## src/rtl/fifo_read_arbiter.sv

```systemverilog
// fifo_read_arbiter: shares the async FIFO read port between NREQ consumers.
// Round-robin grant, each grant limited to BURST pops, released early when the
// grantee drops req or the FIFO stays empty for TIMEOUT consecutive cycles.
// rinc_o is combinational from the registered grant, so reset kills it at once.
module fifo_read_arbiter #(
  parameter int NREQ    = 4,
  parameter int BURST   = 4,
  parameter int TIMEOUT = 8
) (
  input  logic            rclk_i,
  input  logic            rrst_i,
  input  logic [NREQ-1:0] req_i,
  input  logic [NREQ-1:0] take_i,
  input  logic            rempty_i,
  output logic            rinc_o,
  output logic [NREQ-1:0] gnt_o,
  output logic [2:0]      gnt_id_o,
  output logic            busy_o,
  output logic [3:0]      burst_cnt_o
);

  typedef enum logic {
    IDLE  = 1'b0,
    GRANT = 1'b1
  } state_t;

  state_t          state_q, state_d;
  logic [NREQ-1:0] gnt_q, gnt_d;
  logic [2:0]      gnt_id_q, gnt_id_d;
  logic [3:0]      burst_cnt_q, burst_cnt_d;
  logic [3:0]      empty_cnt_q, empty_cnt_d;
  logic [2:0]      rr_ptr_q, rr_ptr_d;

  logic            pick_found;
  logic [2:0]      pick_idx;
  logic            req_g;
  logic            pop;
  logic            release_grant;

  // The grant register is zero in IDLE, so no pop can escape outside GRANT.
  assign req_g  = |(gnt_q & req_i);
  assign pop    = |(gnt_q & req_i & take_i) & ~rempty_i;
  assign rinc_o = pop;

  assign gnt_o       = gnt_q;
  assign gnt_id_o    = gnt_id_q;
  assign busy_o      = (state_q == GRANT);
  assign burst_cnt_o = burst_cnt_q;

  // Round-robin pick: first requester at or above rr_ptr, wrapping; the
  // descending scan lets the closest candidate overwrite farther ones.
  always_comb begin
    pick_found = 1'b0;
    pick_idx   = 3'd0;
    for (int k = NREQ - 1; k >= 0; k--) begin
      int c;
      c = int'(rr_ptr_q) + k;
      if (c >= NREQ) c = c - NREQ;
      if (req_i[c]) begin
        pick_found = 1'b1;
        pick_idx   = 3'(c);
      end
    end
  end

  // Release priority: req drop, last word of the burst, empty timeout.
  always_comb begin
    release_grant = 1'b0;
    if (!req_g) begin
      release_grant = 1'b1;
    end else if (pop && (burst_cnt_q == 4'(BURST - 1))) begin
      release_grant = 1'b1;
    end else if (rempty_i && (empty_cnt_q == 4'(TIMEOUT - 1))) begin
      release_grant = 1'b1;
    end
  end

  // Next-state and register updates for the two-state grant FSM.
  always_comb begin
    state_d     = state_q;
    gnt_d       = gnt_q;
    gnt_id_d    = gnt_id_q;
    burst_cnt_d = burst_cnt_q;
    empty_cnt_d = empty_cnt_q;
    rr_ptr_d    = rr_ptr_q;
    unique case (state_q)
      IDLE: begin
        gnt_d = '0;
        if (pick_found && !rempty_i) begin
          state_d     = GRANT;
          gnt_d       = {{(NREQ-1){1'b0}}, 1'b1} << pick_idx;
          gnt_id_d    = pick_idx;
          burst_cnt_d = 4'd0;
          empty_cnt_d = 4'd0;
        end
      end
      GRANT: begin
        if (pop) burst_cnt_d = burst_cnt_q + 4'd1;
        empty_cnt_d = rempty_i ? (empty_cnt_q + 4'd1) : 4'd0;
        if (release_grant) begin
          state_d  = IDLE;
          gnt_d    = '0;
          rr_ptr_d = (gnt_id_q == 3'(NREQ - 1)) ? 3'd0 : (gnt_id_q + 3'd1);
        end
      end
      default: begin
        state_d = IDLE;
        gnt_d   = '0;
      end
    endcase
  end

  // State registers with asynchronous clear.
  always_ff @(posedge rclk_i or posedge rrst_i) begin
    if (rrst_i) begin
      state_q     <= IDLE;
      gnt_q       <= '0;
      gnt_id_q    <= 3'd0;
      burst_cnt_q <= 4'd0;
      empty_cnt_q <= 4'd0;
      rr_ptr_q    <= 3'd0;
    end else begin
      state_q     <= state_d;
      gnt_q       <= gnt_d;
      gnt_id_q    <= gnt_id_d;
      burst_cnt_q <= burst_cnt_d;
      empty_cnt_q <= empty_cnt_d;
      rr_ptr_q    <= rr_ptr_d;
    end
  end

endmodule

```

## config.mk

```make
export PLATFORM = sky130hd
export DESIGN_NAME = fifo_read_arbiter
export DESIGN_NICKNAME = d
export VERILOG_FILES = /design/src/rtl/fifo_read_arbiter.sv
export SDC_FILE = /design/constraint.sdc
export NUM_CORES = 1
export LEC_CHECK = 0
export ABC_AREA = 1
export CAP_MARGIN = 20
export CORE_ASPECT_RATIO = 0.8
export CORE_MARGIN = 2
export CORE_UTILIZATION = 45
export DETAILED_ROUTE_END_ITERATION = 8
export HOLD_SLACK_MARGIN = 0.1
export PLACE_DENSITY = 0.73
export SETUP_SLACK_MARGIN = 0.3
export SLEW_MARGIN = 20
export SYNTH_ARGS = -nofsm -noshare
export SYNTH_HDL_FRONTEND = slang
export SYNTH_SLANG_ARGS = --single-unit
```

## constraint.sdc

```tcl
create_clock -name rclk_i -period 1.68 [get_ports rclk_i]
set_input_delay 0.168 -clock rclk_i [delete_from_list [all_inputs] [get_ports rclk_i]]
set_output_delay 0.168 -clock rclk_i [all_outputs]
set_load 0.05 [all_outputs]
```

== After elaboration in Yosys (flattened, before gate mapping) ==
Cells that the tools add are included.

* Bits in read-only memories: 0
* Output and inout bits: 13
* Logic and storage cells: 84
* Bits in latches: 0
* Input bits: 11
* Memories: 0
* Register bits: 19
* RAM bits: 0

* $mul: 0
* Add/subtract/negate cells: 10
* Shifts and indexed selects: 1
* Eq/ne operators: 6
* Magnitude comparators: 8
* Reduce and logical (&&, ||, !) cells: 9
* Bitwise logic cells: 5
* Divide/modulo/power cells: 0
* Mux-type cells: 39

{| class="wikitable"
|+ Operators by type and width
! kind !! count
|-
| less-than comparator 32 x 4 -> 1 bit (second input constant) || 4
|-
| two-way mux 32 bit || 4
|-
| one-hot mux 4 bit (2 select lines) || 3
|-
| two-way mux 4 bit || 5
|-
| two-way mux 1 bit || 17
|-
| two-way mux 3 bit || 5
|-
| subtractor 4 x 3 -> 5 bit (second input constant) || 3
|-
| greater-or-equal comparator 4 x 3 -> 1 bit (second input constant) || 3
|-
| adder 3 x 2 -> 4 bit (second input constant) || 2
|-
| adder 4 x 1 -> 4 bit (second input constant) || 2
|-
| AND 4 bit || 2
|-
| binary-select mux 1 bit (select 2 bit) || 4
|-
| OR reduction 4 bit || 2
|-
| AND reduction 2 bit || 3
|-
| adder 3 x 1 -> 4 bit (second input constant) || 1
|-
| equality test 4 x 2 -> 1 bit (second input constant) || 1
|-
| equality test 4 x 3 -> 1 bit (second input constant) || 1
|-
| inequality test 2 x 1 -> 1 bit (second input constant) || 2
|-
| left shift 1 x 3 -> 4 bit (first input constant) || 1
|-
| subtractor 3 x 3 -> 4 bit (second input constant) || 1
|-
| adder 3 x 1 -> 3 bit (second input constant) || 1
|-
| equality test 3 x 2 -> 1 bit (second input constant) || 1
|-
| greater-or-equal comparator 3 bit (second input constant) || 1
|-
| logical AND 1 bit || 3
|-
| 5 further kinds || 6
|}

== Logic depth before layout (Yosys ltp) ==
* Depth after elaboration: 13
* Mapped depth: 15
* Mapped depth without buffers: 14

== Least setup slack after synthesis ==
No wires, ideal clock.

* Path kind: register to register
* Start point: register gnt_q[2], in the netlist gnt_o[2]
* End point: register burst_cnt_q[3], in the netlist burst_cnt_o[3]
* Period minus slack after synthesis: 1.887 ns
* Slack: -0.207 ns
* Stages on the path, launching flop included: 9
* Required time: 1.561 ns
* Setup time: 0.119 ns
* Buffers on the path: 0
* Arrival: 1.767 ns
* Path through: dfrtp_1 nand3_1 nand2_1 inv_1 a21oi_4 nand2_1 nor2_1 a21oi_1 o21a_1

* Longest elaborated chain between the ends: 6

{| class="wikitable"
|+ RTL lines
! element !! RTL line !! RTL
|-
| start, declared || 28 || <nowiki>logic [NREQ-1:0] gnt_q, gnt_d;</nowiki>
|-
| start signal, assigned || 124 || <nowiki>gnt_q <= gnt_d;</nowiki>
|-
| AND 4 bit (2 in a row) || 42 || <nowiki>assign pop = |(gnt_q & req_i & take_i) & ~rempty_i;</nowiki>
|-
| OR reduction 4 bit || 42 ||
|-
| AND 1 bit || 42 ||
|-
| net rinc_o || 15 || <nowiki>output logic rinc_o,</nowiki>
|-
| inequality test 2 x 1 -> 1 bit (no line) || - ||
|-
| AND reduction 2 bit (no line) || - ||
|-
| end signal, assigned || 126 || <nowiki>burst_cnt_q <= burst_cnt_d;</nowiki>
|-
| end, declared || 30 || <nowiki>logic [3:0] burst_cnt_q, burst_cnt_d;</nowiki>
|}

The timed path passes the listed nets, and every way through them passes these cells.
A chain may end at the register's enable or synchronous reset.

== Worst setup path after layout ==
* Start point: register rr_ptr_q[0]
* End point: register gnt_q[3], in the netlist gnt_o[3]

* Longest elaborated chain between the ends: 13
* Elaborated cells between the ends (all ways): 39
* Those cells by class: add/sub (7); order compare (4); shift (1); mux (26); reduce/logical (1)

{| class="wikitable"
|+ RTL lines
! element !! RTL line !! RTL
|-
| start, declared || 32 || <nowiki>logic [2:0] rr_ptr_q, rr_ptr_d;</nowiki>
|-
| start signal, assigned || 128 || <nowiki>rr_ptr_q <= rr_ptr_d;</nowiki>
|-
| adder 3 x 2 -> 4 bit || 57 || <nowiki>c = int'(rr_ptr_q) + k;</nowiki>
|-
| subtractor 4 x 3 -> 5 bit or greater-or-equal comparator 4 x 3 -> 1 bit (tied branches) || 58 || <nowiki>if (c >= NREQ) c = c - NREQ;</nowiki>
|-
| two-way mux 32 bit || 58 ||
|-
| binary-select mux 1 bit (select 2 bit) || 59 || <nowiki>if (req_i[c]) begin</nowiki>
|-
| two-way mux 1 bit (implied by the code) (2 in a row) || 59 ||
|-
| two-way mux 3 bit or two-way mux 1 bit (tied branches) (4 in a row) || 59 ||
|-
| left shift 1 x 3 -> 4 bit or logical AND 1 bit (tied branches) || 91, 89 ||
|-
| two-way mux 4 bit (*) || 89 || <nowiki>if (pick_found && !rempty_i) begin</nowiki>
|-
| one-hot mux 4 bit (2 select lines) (*) || 86 || <nowiki>unique case (state_q)</nowiki>
|}

Mark *: on every way between the ends. The rest lies on a longest branch, timed or not. The select of a mux whose other input is x is not followed.

==> qor.yml <==
placed_design:
  pre_cts_slack_ns: -0.0200
  gp_congestion: 0.822
  hpwl_um: 2510
  dp_cells: 263
  port_buffers: 23
clock_tree:
  clock_path_buffers: 2
  clk_pin_slew_worst_paths_ns: 0.07
  ctsRootBufferMaster: "clkbuf_8"
  cts_tree: "yes"
  cts_htree_levels: 1
  clk_latency_ns: 0.26
  cts_buffers: 3
  clock-sinks: 19
setup_path:
  r2r_setup_slack_ns: 0.12
  cp_common_cell: "nand2_2"
  crit_arrival_ns: 1.72
  cp-start-kind: "flop"
  cpPeakStageDelay_ns: 0.47
  crit_chain: "inv_8, ha_4, inv_2, nand2_2, nand2_2, inv_4, nand2_4, nand2_2, nand2_2, nand2_2, nand2_2, nor2_1, nand2_1, nand2_1"
  reg2reg_depth: 14
  r2r_end: "gnt_o[3]$_DFFE_PP0P_"
  critical_path_class: "reg -> reg"
  required_ns: 1.84
  reg2reg_from: "rr_ptr_q[0]$_DFFE_PP0P_"
  critPathMaxFanout: 6
  crit_slowest_cell: "dfrtp_2"
  cp-end-kind: "flop"
synthesis:
  yosys_warnings: 0
  synth_top_area_frac: 0.330
  synthCells: 191
  synth_fp_nets: 212
  synth.most_common_cell: "nand2_1"
  synthArstFlopShare: 1.00
  synthTopCellsByCount: "nand2_1, inv_1, dfrtp_1, nand3_1, nand2_2"
  ys_top_cells_by_area: "dfrtp_1, nand2_1, ha_1"
  synth_cell_types: 30
  yosys_most_used_dff: "dfrtp_1"
  netlist_area_mm2: 0.00144
  synth.yosys.seq_area_share: 0.330
  synth_edf_count: 0
  syn_area_per_cell_um2: 7.55
  yosysTopAreaCell: "dfrtp_1"
  synth-seq-cells: 19
sta:
  clock_skew_ns: 0.00475
  fmax_mhz: 641
  slew_headroom: 0.832
  setup_viol: 0
  post-route-period-util: 0.929
  slew_viol_final: 0
  hold_violations: 0
  setup_ws_ns: 0.120
  period_needed_ns: 1.56
  tns_ns: 0
  worst_slew_pin_slew_ns: 0.251
  rsz0062_at_grt: "true"
grt:
  grt_use_total: 0.202
  grt_max_degree: 20
  gr-total-overflow: 0
  antenna_found_initial: 0
  grt_pass1_wl_um: 5570
  grt_pass1_vias: 1230
pwr:
  p_leak_nw: 1.01
  p_per_area_mw_per_mm2: 1680
  p_total_mw: 3.39
  peakVddDrop_mv: 1.27
layout:
  fin_cells: 276
  drive_gt1_frac: 0.436
  final_util: 0.658
  nets: 258
  area_delta_synth_final_pct: 39.8
  n_antenna_cell: 0
floorplan:
  die_h_um: 54.6
  core_area_mm2: 0.00306
  initial_core_util: 0.471
  ioPinCount: 24
  row_count: 18
  die-area_mm2: 0.00368
  die_w_um: 67.3
detailed_routing:
  drcViolationCount: 0
  wl_per_cell_um: 12.3
  ant_nets: 0
  num_vias: 1358
  wirelength_um: 3400
  firstDrtPassIters: 4
  drt-initial-drc-count: 47
  via_per_inst: 4.92
status:
  outcome: "complete, no violations"
worst_hold_path:
  hp-class: "in -> async"
job:
  maxCapViolations: 0
[metrics by stage]
stage / cell area [um2] / hold slack (ns)
detailed placement: 1820 / 0.507
global placement: 1820 / 0.505
global route: 2020 / 0.261
finish: 2020 / 0.218
CTS: 1930 / 0.229
floorplan: 1500 / 0.119
[sequential cells by signal, summed over array words and instances, names as in the netlist]
signal	cells
gnt_id_o	3
burst_cnt_o	4
busy_o	1
empty_cnt_q	4
gnt_o	4
rr_ptr_q	3
[placed cells by master (no fill, tap or decap), types with 2 or more instances in the layout]
cell type,Yosys,final
buf_4,0,27
clkdlybuf4s50_1,0,5
nand2_1,49,42
dfrtp_2,0,9
inv_2,3,6
nand2_4,3,6
buf_6,1,4
nand3_1,18,11
o21ai_1,4,5
ha_1,10,8
inv_1,24,20
o21ai_2,1,3
o21a_1,2,2
o21ai_0,9,6
dlygate4sd2_1,0,5
nand3_2,8,15
dfrtp_1,19,10
clkbuf_8,0,3
nand2_2,12,16
a21oi_4,2,2
inv_4,1,2
a21oi_1,5,4
nor2_1,8,7
[report_power, final]
part | total [mW] | switching [mW] | internal, mW
sequential | 0.768 | 0.164 | 0.604
combinational | 2.30 | 1.43 | 0.866
clock | 0.326 | 0.157 | 0.169
total | 3.39 | 1.75 | 1.64
[critical path: cells and delay by family (launching register included)]
family | cells | cell delay, ns
flip-flops | 1 | 0.47
AND/OR/NAND/NOR | 10 | 0.57
adder cells (fa/ha/maj) | 1 | 0.20
buffers and inverters | 3 | 0.20
[worst max-delay path by stage]
stage | from | end | slack (ns) | depth (start not counted)
6_report | rr_ptr_q[0]$_DFFE_PP0P_ | gnt_o[3]$_DFFE_PP0P_ | 0.12 | 14
2_1_floorplan | gnt_o[0]$_DFFE_PP0P_ | burst_cnt_o[3]$_DFFE_PP0P_ | 0.03 | 8
4_1_cts | rr_ptr_q[0]$_DFFE_PP0P_ | gnt_o[3]$_DFFE_PP0P_ | 0.14 | 14
3_3_place_gp | req_i[1] | gnt_o[2]$_DFFE_PP0P_ | -0.03 | 14
5_1_grt | rr_ptr_q[0]$_DFFE_PP0P_ | gnt_o[1]$_DFFE_PP0P_ | 0.001 | 10
3_5_place_dp | req_i[1] | gnt_o[2]$_DFFE_PP0P_ | -0.02 | 14
[metal layers]
metal | share of wire | global-route usage
met5 | 0 | 0
met4 | 0.0044 | 0.0306
met3 | 0.042 | 0.0432
met2 | 0.46 | 0.325
met1 | 0.49 | 0.287
[cells by family after synthesis]
group           after synthesis  synth area share
compound gates               26             0.116
flops                        19             0.330
simple gates                104             0.370
buf+inv                      31            0.0911
fa+ha+maj                    10            0.0867
xor+xnor                      1           0.00607
[final cells by class]
cell class	instances	area [um2]
Inverter	30	125
Tap cell	40	50.0
Fill cell	255	1050
Timing Repair Buffer	42	362
Clock buffer	4	45.0
Multi-Input combinational cell	141	948
Sequential cell	19	487
[repair_timing]
| action | 4_1_cts | 5_1_grt |
|---|---|---|
| hold buffers | 0 | 0 |
| setup buffers | 7 | 2 |
| gates cloned | 0 | 0 |
| gates resized for setup | 13 | 19 |
| setup endpoints to repair | 12 | 13 |
| pin swaps | 5 | 12 |
(Power assumes the default switching activity.)
